<file path="config.mk">
export PLATFORM = sky130hd
export DESIGN_NAME = ook_modulator
export DESIGN_NICKNAME = d
export VERILOG_FILES = /design/src/rtl/ook_modulator.sv
export SDC_FILE = /design/constraint.sdc
export NUM_CORES = 1
export LEC_CHECK = 0
export BUFFER_PORTS_ARGS = -buffer_cell sky130_fd_sc_hd__buf_4
export CORE_MARGIN = 2
export CORE_UTILIZATION = 55
export DETAILED_ROUTE_END_ITERATION = 6
export PLACE_DENSITY = 0.88
export SETUP_SLACK_MARGIN = 0.5
export SYNTH_ARGS = -nofsm -noshare
export SYNTH_HDL_FRONTEND = slang
export SYNTH_SLANG_ARGS = --single-unit
</file>
<file path="constraint.sdc">
create_clock -name clk -period 4.72 [get_ports clk]
set_clock_uncertainty 0.1 [all_clocks]
set_input_delay 0.944 -clock clk [delete_from_list [all_inputs] [get_ports clk]]
set_output_delay 0.944 -clock clk [all_outputs]
set_load 0.01 [all_outputs]
</file>
<file path="src/rtl/ook_modulator.sv">
// ook_modulator: gates the carrier with framed serial data (start, data LSB first, stop).
// Define OOK_PARITY_EN to insert an odd-parity bit between data and stop.
module ook_modulator #(
  parameter int DATA_W      = 8,
  parameter int CYC_PER_BIT = 10
) (
  input  logic              clk,
  input  logic              rst,
  input  logic              carrier_in,
  input  logic [DATA_W-1:0] data_in,
  input  logic              data_valid,
  output logic              data_ready,
  output logic              mod_out,
  output logic              busy,
  output logic              bit_tick
);

  localparam int EW = (CYC_PER_BIT > 1) ? $clog2(CYC_PER_BIT) : 1;
  localparam int BW = (DATA_W > 1) ? $clog2(DATA_W) : 1;

  localparam logic [EW-1:0] EDGE_LAST = EW'(CYC_PER_BIT - 1);
  localparam logic [BW-1:0] BIT_LAST  = BW'(DATA_W - 1);

  localparam logic [2:0] S_IDLE      = 3'd0;
  localparam logic [2:0] S_WAIT_EDGE = 3'd1;
  localparam logic [2:0] S_START     = 3'd2;
  localparam logic [2:0] S_DATA      = 3'd3;
  localparam logic [2:0] S_STOP      = 3'd4;
`ifdef OOK_PARITY_EN
  localparam logic [2:0] S_PARITY    = 3'd5;
`endif

  logic [2:0]        state;
  logic [2:0]        nxt_state;
  logic [EW-1:0]     edge_cnt;
  logic [EW-1:0]     nxt_edge;
  logic [BW-1:0]     bit_cnt;
  logic [BW-1:0]     nxt_bitc;
  logic [DATA_W-1:0] shift_reg;
  logic [DATA_W-1:0] nxt_shift;
  logic              nxt_busy;
  logic              nxt_tick;
  logic              nxt_bit;
  logic              carrier_d;
  logic              car_edge;
  logic              in_bit;
  logic              bit_end;

`ifdef OOK_PARITY_EN
  logic par_bit;
`endif

  assign car_edge   = carrier_in & ~carrier_d;
  assign in_bit     = (state != S_IDLE) && (state != S_WAIT_EDGE);
  assign bit_end    = in_bit && car_edge && (edge_cnt == EDGE_LAST);
  assign data_ready = (state == S_IDLE);

  always_comb begin
    nxt_state = state;
    nxt_edge  = edge_cnt;
    nxt_bitc  = bit_cnt;
    nxt_shift = shift_reg;
    nxt_busy  = busy;
    nxt_tick  = 1'b0;

    if (in_bit && car_edge) begin
      nxt_edge = bit_end ? '0 : edge_cnt + 1'b1;
    end

    unique case (state)
      S_IDLE: begin
        if (data_valid) begin
          nxt_state = S_WAIT_EDGE;
          nxt_shift = data_in;
          nxt_busy  = 1'b1;
          nxt_edge  = '0;
          nxt_bitc  = '0;
        end
      end
      S_WAIT_EDGE: begin
        if (car_edge) begin
          nxt_state = S_START;
          nxt_tick  = 1'b1;
        end
      end
      S_START: begin
        if (bit_end) begin
          nxt_state = S_DATA;
          nxt_tick  = 1'b1;
        end
      end
      S_DATA: begin
        if (bit_end) begin
          nxt_shift = shift_reg >> 1;
          nxt_tick  = 1'b1;
          if (bit_cnt == BIT_LAST) begin
            nxt_bitc  = '0;
`ifdef OOK_PARITY_EN
            nxt_state = S_PARITY;
`else
            nxt_state = S_STOP;
`endif
          end else begin
            nxt_bitc = bit_cnt + 1'b1;
          end
        end
      end
`ifdef OOK_PARITY_EN
      S_PARITY: begin
        if (bit_end) begin
          nxt_state = S_STOP;
          nxt_tick  = 1'b1;
        end
      end
`endif
      S_STOP: begin
        if (bit_end) begin
          nxt_state = S_IDLE;
          nxt_busy  = 1'b0;
        end
      end
      default: begin
        nxt_state = S_IDLE;
        nxt_busy  = 1'b0;
      end
    endcase
  end

  // Bit for the period that starts at this edge, so mod_out tracks
  // the carrier with exactly one clock of delay inside each bit.
  always_comb begin
    nxt_bit = 1'b0;
    unique case (nxt_state)
      S_START: nxt_bit = 1'b1;
      S_DATA:  nxt_bit = nxt_shift[0];
`ifdef OOK_PARITY_EN
      S_PARITY: nxt_bit = par_bit;
`endif
      default: nxt_bit = 1'b0;
    endcase
  end

  always_ff @(posedge clk) begin
    carrier_d <= carrier_in;
  end

  always_ff @(posedge clk) begin
    if (rst) begin
      state     <= S_IDLE;
      edge_cnt  <= '0;
      bit_cnt   <= '0;
      shift_reg <= '0;
      busy      <= 1'b0;
      bit_tick  <= 1'b0;
      mod_out   <= 1'b0;
    end else begin
      state     <= nxt_state;
      edge_cnt  <= nxt_edge;
      bit_cnt   <= nxt_bitc;
      shift_reg <= nxt_shift;
      busy      <= nxt_busy;
      bit_tick  <= nxt_tick;
      mod_out   <= carrier_in & nxt_bit;
    end
  end

`ifdef OOK_PARITY_EN
  always_ff @(posedge clk) begin
    if (rst) begin
      par_bit <= 1'b0;
    end else if (data_valid && data_ready) begin
      par_bit <= ~^data_in;
    end
  end
`endif

endmodule

</file>
==> run_results.csv <==
group,metric,value,unit
final_layout,n_antenna_cell,0,
power_and_ir_drop,total_power,386.7,uW
clock_tree,clk_latency,0.31,ns
flow_run,drv_cap,0,
power_and_ir_drop,irDropWorstVdd,0.2107,mV
global_routing,grt_pass1_wl,3.719,mm
logic_synthesis,syn_area_per_cell,8.998,um2
clock_tree,postCtsSetupBuffers,0,
die,die_h,48.31,um
drt,vias_per_cell,5.816,
timing,tightestPinTransition,0.5455,ns
worst_setup_path,crit_path_end,"bit_cnt[1]",
clock_tree,cts-root-buf,"clkbuf_4",
drt,antenna_left,0,
drt,drtPass1Iterations,4,
logic_synthesis,seq_area_frac_synth,0.4079,
clock_tree,htree_levels,1,
timing,setup_ws,2.210,ns
logic_synthesis,syn-num-nets,136,
timing,final-setup-viol-count,0,
final_layout,largest_register_ffs,8,
placement,dp_slack,1.931,ns
logic_synthesis,netlist_area,0.001080,mm2
worst_setup_path,critPathKind,"primary input to flip-flop",
global_routing,grt.total_usage,0.1958,
status,status,"finished clean",
worst_setup_path,startpoint,"carrier_in",
global_routing,antenna_found_initial,0,
clock_tree,ctsHoldBuffers,0,
timing,finalCriticalPeriod,2.510,ns
final_layout,drive_gt1_frac,0.1908,
die,design.core.area,0.001902,mm2
drt,num_vias,919,
power_and_ir_drop,cellPowerDensity,312.5,mW/mm2
global_routing,grt_pass1_vias,862,
drt,post-route-drc-count,0,
clock_tree,clock-sinks,22,
worst_setup_path,r2r_end,"bit_cnt[1]",
clock_tree,cts_tree,"yes",
final_layout,finalCoreUtilization,0.6507,
logic_synthesis,ys_ff_latch,22,
die,die_area,0.002334,mm2
timing,fin_setup_tns,0,ns
worst_setup_path,rr_worst_depth,5,
power_and_ir_drop,leakagePower,0.4969,nW
logic_synthesis,yosys_warnings,0,
final_layout,nets,148,
placement,numPortBuffers,15,
die,rows,16,
die,start_util,0.5678,
drt,wl,2.182,mm
drt,drt_iter0_drc,17,
logic_synthesis,synth.distinct_cells,34,
drt,routedWlPerCell,13.81,um
worst_setup_path,r2r_start,"edge_cnt[0]",
worst_setup_path,arrival,2.65,ns
timing,fmax,398.4,MHz
global_routing,grt_max_degree,21,
clock_tree,cts_resized,0,
final_layout,area_growth,14.60,%
worst_setup_path,worst-path-max-fanout,13,
timing,finalHoldViolations,0,
timing,min_period_over_period,0.5317,
placement,place_hpwl,1.601,mm
worst_setup_path,crit_path_end_kind,"flip-flop",
hold_path,hp-class,"flip-flop to flip-flop",
timing,rsz0062_at_grt,"false",
timing,maxSlewViolCount,0,
logic_synthesis,netlist_instances,120,
worst_setup_path,cp_data_required_time,4.86,ns
placement,place_congestion,0.8049,
clock_tree,clk_pin_slew,0.13,ns
worst_setup_path,start_kind,"primary input",
die,die_width,48.31,um
clock_tree,cts_buffer_depth,2,
timing,relSlewSlack,0.6356,
die,ioPinCount,16,
global_routing,overflow,0,
worst_setup_path,rrSetupSlack,2.51,ns
clock_tree,cts_buffers,3,
==> power by group <==
group	total [mW]	internal, mW	switching (mW)
clock network	0.143	0.0858	0.0575
registers	0.200	0.193	0.00689
logic	0.0434	0.0205	0.0229
==> through the flow <==
step           cell area (um2)  cells  hold slack [ns]
2_1_floorplan             1080    120           0.3356
3_3_place_gp              1185    154           0.3447
3_5_place_dp              1185    154           0.3468
4_1_cts                   1237    158           0.3647
5_1_grt                   1237    158           0.3820
6_report                  1237    158           0.3646
==> cell families after synthesis <==
group	share of synthesized area
and+or+nand+nor	0.2804
AOI/OAI and AO/OA	0.1854
DFF	0.4079
buffers and inverters	0.05214
adders and majority gates	0.04635
muxes	0.02781
==> critical path, stage by stage <==
cell,delay [ns]
buf_4,0.10
nor2b_1,0.46
a41oi_2,0.42
or4b_1,0.57
a21oi_1,0.15
==> Yosys cell counts (all sizes together) <==
master	instances	area (um2)
nor4	5	46.29
and3b	2	17.52
a22oi	7	52.55
o21ai	2	10.01
nand2b	2	12.51
or3	1	6.260
nand3	4	20.02
or4	1	7.510
a41oi	2	25.03
a211oi	2	15.01
nor2b	2	12.51
nor3	5	25.02
nand2	13	48.80
o211a	1	10.01
or4b	1	10.01
nor4b	1	15.01
nand3b	3	35.03
nor3b	1	7.510
clkbuf	3	11.26
mux2i	3	30.03
and2	1	6.260
a21oi	14	70.07
ha	4	50.05
or2	1	6.260
inv	2	7.510
o221ai	1	8.760
nor2	7	26.28
dfxtp	22	440.4
buf	6	37.53
a221oi	1	8.760
==> area by class of cell <==
class,count,area [um2]
clock buffer,3,22.52
clock inverter,1,30.03
fill,169,664.4
inverter,2,7.507
multi-input combinational,87,583.1
sequential,22,440.4
tap,27,33.78
timing repair buffer,16,120.1
==> worst min path at each step <==
stage	start	to	slack, ns	cells after the start
after floorplan	bit_cnt[1]	bit_cnt[1]	0.34	2
after global placement	bit_cnt[2]	bit_cnt[2]	0.34	2
after detailed placement	shift_reg[1]	shift_reg[1]	0.35	2
after CTS	shift_reg[1]	shift_reg[1]	0.36	2
after global routing	shift_reg[1]	shift_reg[1]	0.38	2
final	shift_reg[1]	shift_reg[1]	0.36	2
==> per-layer routing <==
metal | up-vias | wire, um | GRT usage
met5 | - | 0 | 0
met4 | 0 | 10 | 0.04762
li1 | 461 | - | -
met3 | 2 | 65 | 0.03086
met2 | 22 | 1137 | 0.3773
met1 | 434 | 969 | 0.2240
==> cells in the final DEF, fill, tap and decap left out, types with 3 or more instances in the layout <==
cell	Yosys	layout
clkbuf_4	0	3
a22oi_1	7	7
ha_1	4	4
a21oi_1	14	14
dfxtp_1	22	22
nand3_1	4	4
nor2_1	7	7
nor4_1	4	4
buf_4	3	16
mux2i_1	3	3
nor3_1	5	5
nand2_1	13	13
Power figures use the tool's default switching activity.
